**config.mk**
```make
export PLATFORM = sky130hd
export DESIGN_NAME = fan_speed_pwm
export DESIGN_NICKNAME = d
export VERILOG_FILES = /design/src/rtl/fan_pkg.sv /design/src/rtl/pwm_gen.sv /design/src/rtl/fan_speed_pwm.sv
export SDC_FILE = /design/constraint.sdc
export NUM_CORES = 1
export LEC_CHECK = 0
export CAP_MARGIN = 20
export CORE_MARGIN = 2
export CORE_UTILIZATION = 30
export CTS_BUF_LIST = sky130_fd_sc_hd__clkbuf_8
export DETAILED_ROUTE_END_ITERATION = 12
export GPL_TIMING_DRIVEN = 0
export HOLD_SLACK_MARGIN = 0.08
export PLACE_DENSITY_LB_ADDON = 0.05
export SETUP_SLACK_MARGIN = 0.15
export SYNTH_ARGS = -nofsm -noshare
export SYNTH_HDL_FRONTEND = slang
export SYNTH_SLANG_ARGS = --single-unit
```
**constraint.sdc**
```tcl
create_clock -name clk -period 2.15 [get_ports clk]
set_clock_uncertainty 0.2 [all_clocks]
set_input_delay 0.3225 -clock clk [delete_from_list [all_inputs] [get_ports clk]]
set_output_delay 0.3225 -clock clk [all_outputs]
set_load 0.01 [all_outputs]
```
**src/rtl/fan_pkg.sv**
```systemverilog
// fan_pkg: shared one-hot fan speed encoding and default duty levels.
package fan_pkg;
    localparam logic [3:0] ST_STOP = 4'b0001;
    localparam logic [3:0] ST_LOW  = 4'b0010;
    localparam logic [3:0] ST_MID  = 4'b0100;
    localparam logic [3:0] ST_HIGH = 4'b1000;
    localparam int DUTY_LOW_DEF  = 64;
    localparam int DUTY_MID_DEF  = 128;
    localparam int DUTY_HIGH_DEF = 230;
    // STOP->LOW->MID->HIGH->STOP is a rotate-left of the one-hot code
    function automatic logic [3:0] next_speed(input logic [3:0] s);
        return {s[2:0], s[3]};
    endfunction
endpackage

```
**src/rtl/pwm_gen.sv**
```systemverilog
// pwm_gen: prescaled free-running PWM counter with registered duty compare.
module pwm_gen #(
    parameter int PWM_BITS = 8,
    parameter int PRESCALE = 4
) (
    input  logic                clk,
    input  logic                reset_p,
    input  logic [PWM_BITS-1:0] duty,
    output logic                pwm,
    output logic                period_boundary
);
    localparam int PW = PRESCALE > 1 ? $clog2(PRESCALE) : 1;
    logic [PW-1:0]       pre;
    logic [PWM_BITS-1:0] cnt;
    logic                tick;
    assign tick = pre == PW'(PRESCALE - 1);
    assign period_boundary = tick && (cnt == '1);
    always_ff @(posedge clk) begin
        if (reset_p) begin
            pre <= '0;
            cnt <= '0;
            pwm <= 1'b0;
        end else begin
            pre <= tick ? '0 : pre + 1'b1;
            cnt <= tick ? cnt + 1'b1 : cnt;
            pwm <= duty > cnt;
        end
    end
endmodule

```
**src/rtl/fan_speed_pwm.sv**
```systemverilog
// fan_speed_pwm: button-stepped fan speed FSM driving a PWM motor output.
// Define FAN_SOFT_START_EN to ramp duty by RAMP_STEP per PWM period.
module fan_speed_pwm
    import fan_pkg::*;
#(
    parameter int PWM_BITS  = 8,
    parameter int PRESCALE  = 4,
    parameter int DUTY_LOW  = DUTY_LOW_DEF,
    parameter int DUTY_MID  = DUTY_MID_DEF,
    parameter int DUTY_HIGH = DUTY_HIGH_DEF,
    parameter int RAMP_STEP = 4
) (
    input  logic                clk,
    input  logic                reset_p,
    input  logic                btn_pedge,
    input  logic                timeout_pedge,
    output logic [3:0]          speed_state,
    output logic                fan_en,
    output logic [PWM_BITS-1:0] duty,
    output logic                pwm
);
`ifdef FAN_SOFT_START_EN
    localparam logic SOFT = 1'b1;
`else
    localparam logic SOFT = 1'b0;
`endif
    localparam logic [PWM_BITS-1:0] STEP = PWM_BITS'(RAMP_STEP);
    logic [3:0]          nxt_state;
    logic [PWM_BITS-1:0] target, diff, new_duty;
    logic                up, boundary;
    always_comb begin
        nxt_state = timeout_pedge ? ST_STOP : btn_pedge ? next_speed(speed_state) : speed_state;
        target = speed_state == ST_HIGH ? PWM_BITS'(DUTY_HIGH) :
                 speed_state == ST_MID  ? PWM_BITS'(DUTY_MID)  :
                 speed_state == ST_LOW  ? PWM_BITS'(DUTY_LOW)  : '0;
        up = target > duty;
        diff = up ? target - duty : duty - target;
        new_duty = (!SOFT || diff <= STEP) ? target : up ? duty + STEP : duty - STEP;
    end
    always_ff @(posedge clk) begin
        if (reset_p) begin
            speed_state <= ST_STOP;
            fan_en      <= 1'b0;
            duty        <= '0;
        end else begin
            speed_state <= nxt_state;
            fan_en      <= nxt_state != ST_STOP;
            duty        <= boundary ? new_duty : duty;
        end
    end
    pwm_gen #(.PWM_BITS(PWM_BITS), .PRESCALE(PRESCALE)) u_pwm (
        .clk             (clk),
        .reset_p         (reset_p),
        .duty            (duty),
        .pwm             (pwm),
        .period_boundary (boundary)
    );
endmodule

```
==> metrics.txt <==
# TYPE chip_impl_metric gauge
chip_impl_metric{name="synth_compound_area_frac",unit=""} 0.101
chip_impl_info{name="rsz_0062_raised_after_global_routing",value="false"} 1
chip_impl_metric{name="vdd.ir_drop.worst",unit="mV"} 0.375
chip_impl_metric{name="gpl.final_weighted_congestion",unit=""} 0.771
chip_impl_metric{name="htreeDepth",unit=""} 1
chip_impl_metric{name="max_cap_violations",unit=""} 0
chip_impl_metric{name="routed_wirelength",unit="microns"} 1980
chip_impl_info{name="synth_top_cells_by_count",value="19 x dfxtp_1, 10 x nor2_1, 7 x ha_1, 7 x inv_1"} 1
chip_impl_metric{name="insertion_delay",unit="ns"} 0.26
chip_impl_metric{name="yosys.cell_types.count",unit=""} 31
chip_impl_metric{name="net-switching-power",unit="uW"} 163
chip_impl_metric{name="overflow",unit=""} 0
chip_impl_metric{name="detailed_place_hpwl",unit="microns"} 1420
chip_impl_metric{name="post-route-period-util",unit=""} 0.885
chip_impl_metric{name="netlist_area",unit="sq um"} 980
chip_impl_metric{name="setup_viol_count_final",unit=""} 0
chip_impl_info{name="hold_path_class",value="flip-flop to flip-flop"} 1
chip_impl_metric{name="synth_adder_area_share",unit=""} 0.0894
chip_impl_metric{name="clk_path_buf_depth",unit=""} 2
chip_impl_metric{name="die_x",unit="microns"} 61.1
chip_impl_info{name="synth_area_leaders",value="dfxtp_1 39%, ha_1 8.9%, xnor2_1 5.4%"} 1
chip_impl_metric{name="p_comb_frac",unit=""} 0.077
chip_impl_metric{name="drive_gt1_frac",unit=""} 0.103
chip_impl_info{name="synth_flop_cell",value="dfxtp_1"} 1
chip_impl_metric{name="p_total",unit="uW"} 680
chip_impl_metric{name="syn2layout_area_growth",unit="%"} 23.4
chip_impl_metric{name="ant_nets",unit=""} 0
chip_impl_metric{name="grt_first_pass_wirelength",unit="microns"} 3530
chip_impl_metric{name="met3_length",unit="microns"} 72
chip_impl_metric{name="final-hold-violation-count",unit=""} 0
chip_impl_metric{name="num-nets-final",unit=""} 138
chip_impl_metric{name="placement.cell_area",unit="sq um"} 1160
chip_impl_metric{name="number_of_top_level_pins",unit=""} 18
chip_impl_metric{name="wire_per_inst",unit="microns"} 11.7
chip_impl_metric{name="post-synth-top-area-fraction",unit=""} 0.388
chip_impl_metric{name="cts_hold_repair.buffers",unit=""} 0
chip_impl_metric{name="ys_warn_count",unit=""} 0
chip_impl_metric{name="overall_die_height",unit="microns"} 61.1
chip_impl_metric{name="route.detailed.drc",unit=""} 0
chip_impl_info{name="setup.worst_path.class",value="flip-flop to primary output"} 1
chip_impl_metric{name="final_max_slew_viol_count",unit=""} 0
chip_impl_metric{name="synth_edf_count",unit=""} 0
chip_impl_metric{name="p_clk_frac",unit=""} 0.381
chip_impl_metric{name="switching_share",unit=""} 0.240
chip_impl_metric{name="finish.instance_area",unit="sq um"} 1210
chip_impl_metric{name="number_of_antenna_diodes",unit=""} 0
chip_impl_info{name="timing.critical_path.to_type",value="primary output"} 1
chip_impl_info{name="yosysTopAreaCell",value="dfxtp_1"} 1
chip_impl_metric{name="cts-resized-gates",unit=""} 0
chip_impl_info{name="post-synth-top-count-cell",value="dfxtp_1"} 1
chip_impl_metric{name="worst_slew_margin_rel",unit=""} 0.657
chip_impl_metric{name="synth_cells",unit=""} 108
chip_impl_metric{name="seq_area_frac_synth",unit=""} 0.388
chip_impl_metric{name="critical_path_arrival",unit="ns"} 1.38
chip_impl_metric{name="clkSlewWorstSetupHoldPaths",unit="ns"} 0.08
chip_impl_info{name="clockRootBuffer",value="clkbuf_8"} 1
chip_impl_metric{name="tightest_slew",unit="ns"} 0.515
chip_impl_info{name="crit_path_start_kind",value="flip-flop"} 1
chip_impl_metric{name="ys_async_sr_fraction",unit=""} 0
chip_impl_metric{name="dr_total_vias",unit=""} 788
chip_impl_metric{name="dieArea",unit="sq um"} 3740
chip_impl_metric{name="grt_pass1_vias",unit=""} 744
chip_impl_metric{name="worst-endpoint-required",unit="ns"} 1.63
chip_impl_metric{name="timing.final.crit_period",unit="ns"} 1.90
chip_impl_metric{name="maxClockFrequency",unit="MHz"} 526
chip_impl_metric{name="synthXorXnorAreaFrac",unit=""} 0.0536
chip_impl_metric{name="seq_power_share",unit=""} 0.542
chip_impl_metric{name="flip_flop_and_latch_count_after_synthesis",unit=""} 19
chip_impl_metric{name="fin_tns_setup",unit="ns"} 0
chip_impl_info{name="synth_top_family_by_area",value="simple AND/OR/NAND/NOR gates"} 1
chip_impl_metric{name="drt-vias-per-instance",unit=""} 4.64
chip_impl_metric{name="first_pass_iters",unit=""} 4
chip_impl_metric{name="leakagePower",unit="nW"} 0.462
chip_impl_metric{name="final_cells",unit=""} 170
chip_impl_info{name="tritoncts",value="done"} 1
chip_impl_metric{name="port_buffer_count",unit=""} 12
chip_impl_metric{name="cell_internal_pwr",unit="uW"} 517
chip_impl_metric{name="grt_max_degree",unit=""} 12
chip_impl_metric{name="tritoncts.num_buffers",unit=""} 3
chip_impl_metric{name="n_fill_cell",unit=""} 327
chip_impl_metric{name="clock_sink_count",unit=""} 19
chip_impl_info{name="status",value="complete, no violations"} 1
chip_impl_metric{name="placed_cells_incl_taps",unit=""} 166
chip_impl_metric{name="start_util",unit=""} 0.318
chip_impl_metric{name="p_per_area",unit="nW/um^2"} 563
chip_impl_metric{name="placeable_area",unit="sq um"} 3080
chip_impl_metric{name="critical_path.max_fanout",unit=""} 7
chip_impl_metric{name="syn-mean-instance-area",unit="sq um"} 9.07
chip_impl_metric{name="final.hold.worst_slack",unit="ns"} 0.225
chip_impl_metric{name="wl_met1",unit="microns"} 1020
chip_impl_metric{name="drtIter0Drc",unit=""} 26
chip_impl_metric{name="synth.area.mux_share",unit=""} 0.0409
chip_impl_info{name="top_layer_used",value="met4"} 1
chip_impl_metric{name="cts_setup_buffers",unit=""} 0
chip_impl_metric{name="row_count",unit=""} 20
chip_impl_metric{name="grt_antenna_before_repair",unit=""} 0
chip_impl_metric{name="grt.total_usage",unit=""} 0.129
chip_impl_metric{name="post_synth_and_or_nand_nor_area_fraction",unit=""} 0.234
chip_impl_metric{name="met2_length",unit="microns"} 873
==> metal layers <==
layer  vias up  global-route usage
met5         -                   0
met4         0              0.0280
met3         3              0.0441
met2        15               0.198
met1       363               0.175
li1        407                   -
==> sequential cells by signal (all words and copies together), names as in the netlist <==
signal       count
duty             3
u_pwm.cnt        8
fan_en           1
u_pwm.pre        2
speed_state      4
u_pwm.pwm        1
==> cells by family (layout without fill, tap and decap cells) <==
logic type | Yosys count | in the layout
AO/OA/AOI/OAI | 17 | 17
buffers and inverters | 17 | 33
AND/OR/NAND/NOR | 37 | 37
adder cells (fa/ha/maj) | 7 | 7
multiplexers | 4 | 4
XOR/XNOR | 6 | 6
other | 1 | 3
flip-flops | 19 | 19
==> worst max-delay path: stages (launching register included) <==
cell	delay (ns)
dfxtp_1	0.45
buf_4	0.15
clkdlybuf4s50_1	0.52
==> cell type report <==
type,count,area [sq um],share of cell area
inverter,7,26.3,0.0217
clock inverter,1,5.00,0.00414
buffer,10,61.3,0.0507
timing repair buffer,12,120,0.0994
tap,44,55.1,0.0455
sequential,19,380,0.315
clock buffer,3,41.3,0.0342
multi-input combinational,74,519,0.430
==> final timing paths <==
kind | startpoint | endpoint | slack, ns | cells after the start
hold reg to reg | u_pwm.pre[0] | u_pwm.pre[0] | 0.22 | 1
setup reg to reg | u_pwm.cnt[5] | u_pwm.pwm | 0.35 | 5
setup / recovery | duty[5] | duty[2] | 0.25 | 2
hold / removal | u_pwm.pre[0] | u_pwm.pre[0] | 0.22 | 1
==> power groups by stage <==
stage / Combinational, mW / Sequential, mW / Clock (mW)
3_3_place_gp: 0.0508 / 0.377 / 0
4_1_cts: 0.0529 / 0.369 / 0.274
6_report: 0.0523 / 0.369 / 0.259
5_1_grt: 0.0587 / 0.371 / 0.282
3_5_place_dp: 0.0525 / 0.377 / 0
2_1_floorplan: 0.0360 / 0.377 / 0
==> layout by cell type (no fill, tap or decap), types with 2 or more instances in the layout <==
cell type,instances
clkbuf_8,3
clkbuf_1,3
conb_1,3
dfxtp_1,19
o31ai_1,2
buf_4,6
nand4_1,2
nand3_1,2
inv_1,7
nand2_1,3
a21oi_1,6
ha_1,7
or4_1,2
o21ai_0,6
xnor2_1,6
mux2i_1,4
nand3b_1,2
clkdlybuf4s50_1,12
nor3_1,6
or4b_1,2
nor2_1,10
==> through the flow <==
stage / utilization / setup WS (ns)
after global placement: 0.378 / 0.345
after global routing: 0.393 / 0.161
after CTS: 0.393 / 0.211
after floorplan: - / 0.500
after detailed placement: 0.378 / 0.337
final: 0.393 / 0.248
(Power assumes the default switching activity.)
==> patch, RTL diff (same flow settings) <==
`PRESCALE` is set to 4 in 2 places; all go to 2.
--- a/src/rtl/pwm_gen.sv
+++ b/src/rtl/pwm_gen.sv
@@ -2,5 +2,5 @@
 module pwm_gen #(
     parameter int PWM_BITS = 8,
-    parameter int PRESCALE = 4
+    parameter int PRESCALE = 2
 ) (
     input  logic                clk,
--- a/src/rtl/fan_speed_pwm.sv
+++ b/src/rtl/fan_speed_pwm.sv
@@ -5,5 +5,5 @@
 #(
     parameter int PWM_BITS  = 8,
-    parameter int PRESCALE  = 4,
+    parameter int PRESCALE  = 2,
     parameter int DUTY_LOW  = DUTY_LOW_DEF,
     parameter int DUTY_MID  = DUTY_MID_DEF,
Behaviour: no difference found for any inputs over 10 cycles, from zero or initial values and one cycle with reset_p high; that may be too few to reach the edited logic, so the function may still have changed.
==> patch against the unedited design <==
  * Sequential cell count is 1 lower
  * Non-clock buffer count stayed put
  * Design area down 3.9%
  * Via count decreased by 2.5%
  * Area after synthesis is 4.3% lower
  * Total power rose by 0.44%
  * Routed wire length shrank 2.2%
  * Synthesized cell count decreased by 1.9%
  * First-iteration DRC count grew 12%
  * Worst setup slack worse by 0.0054 ns
  * Cell count is 7.6% lower
  * Critical path depth unchanged
  * Hold slack better by 0.018 ns
==> patch: results (changes against the unedited design) <==
[outcome]
status=complete, no violations

[placed_design]
post-place-cells=153  ; -7.8%
dp_slack_ns=0.324  ; -0.0125 ns
place_area_sq_um=1110  ; -4.8%

[route]
drt-met1-wl_um=970  ; -5.2%
detail_route.iter0.violations=29  ; +12%
drt-total-wl_um=1940  ; -2.2%
met2_length_um=828  ; -5.2%
wl_met3_um=93  ; +29%

[cells_and_area]
num-fill-cells=328  ; +0.31%
fin_cells=157  ; -7.6%
drive_gt1_share_pct=10.5  ; +0.17 points

[logic_synthesis]
synth.avg_cell_area_sq_um=8.84  ; -2.5%
synthXorXnorAreaFrac_pct=5.61  ; +0.24 points
synthMuxAreaShare_pct=4.27  ; +0.19 points
synthAdderAreaFrac_pct=8.01  ; -0.93 points
synth_commonest_cells=dfxtp_1, nor2_1, nand4_1, o21ai_0
synth-seq-area-share_pct=38.5  ; -0.37 points
yosysUniqueCellTypes=30  ; -3.2%

[grt]
grt_max_degree=11  ; -1
grt_pass1_wl_um=3200  ; -9.2%
met2_usage_pct=18.0  ; -1.7 points
global_route.usage.met3_pct=2.60  ; -1.8 points
grt_pass1_vias=704  ; -5.4%
grt_util_all_layers_pct=12.2  ; -0.71 points

[power]
power.leakage_nw=0.455  ; -1.5%
pg_seq_w=0.000353  ; -4%
ir_drop_mv=0.256  ; -32%
p_sw_w=0.000153  ; -5.8%

## patch: cell count changes in the layout (fill, tap and decap cells not counted), sizes merged, moves of 3 or more
cell / before / now
xor2: 0 / 4
nor3: 6 / 3
xnor2: 6 / 2
nand4: 4 / 8
## patch: cell type report
type / count / area share [%]
flip-flops and latches: 18 / 31.0
plain buffers: 10 / 4.96
multi-input cells: 75 / 43.8
clock buffers: 4 / 4.74
inverters: 5 / 1.62
well taps: 33 / 3.56
repair buffers: 12 / 10.3
## patch: final timing paths
kind                              startpoint              to  slack, ns  depth (start not counted)
worst max-delay path                 duty[5]         duty[5]       0.24                          2
worst min-delay path               btn_pedge  speed_state[0]       0.24                          3
worst max register to register  u_pwm.cnt[2]       u_pwm.pwm       0.34                          5
worst min register to register       duty[7]         duty[7]       0.31                          2
## patch: critical path, stage by stage (launching register included)
cell and delay, ns:
dfxtp_1 0.46, buf_4 0.15, clkdlybuf4s50_1 0.52
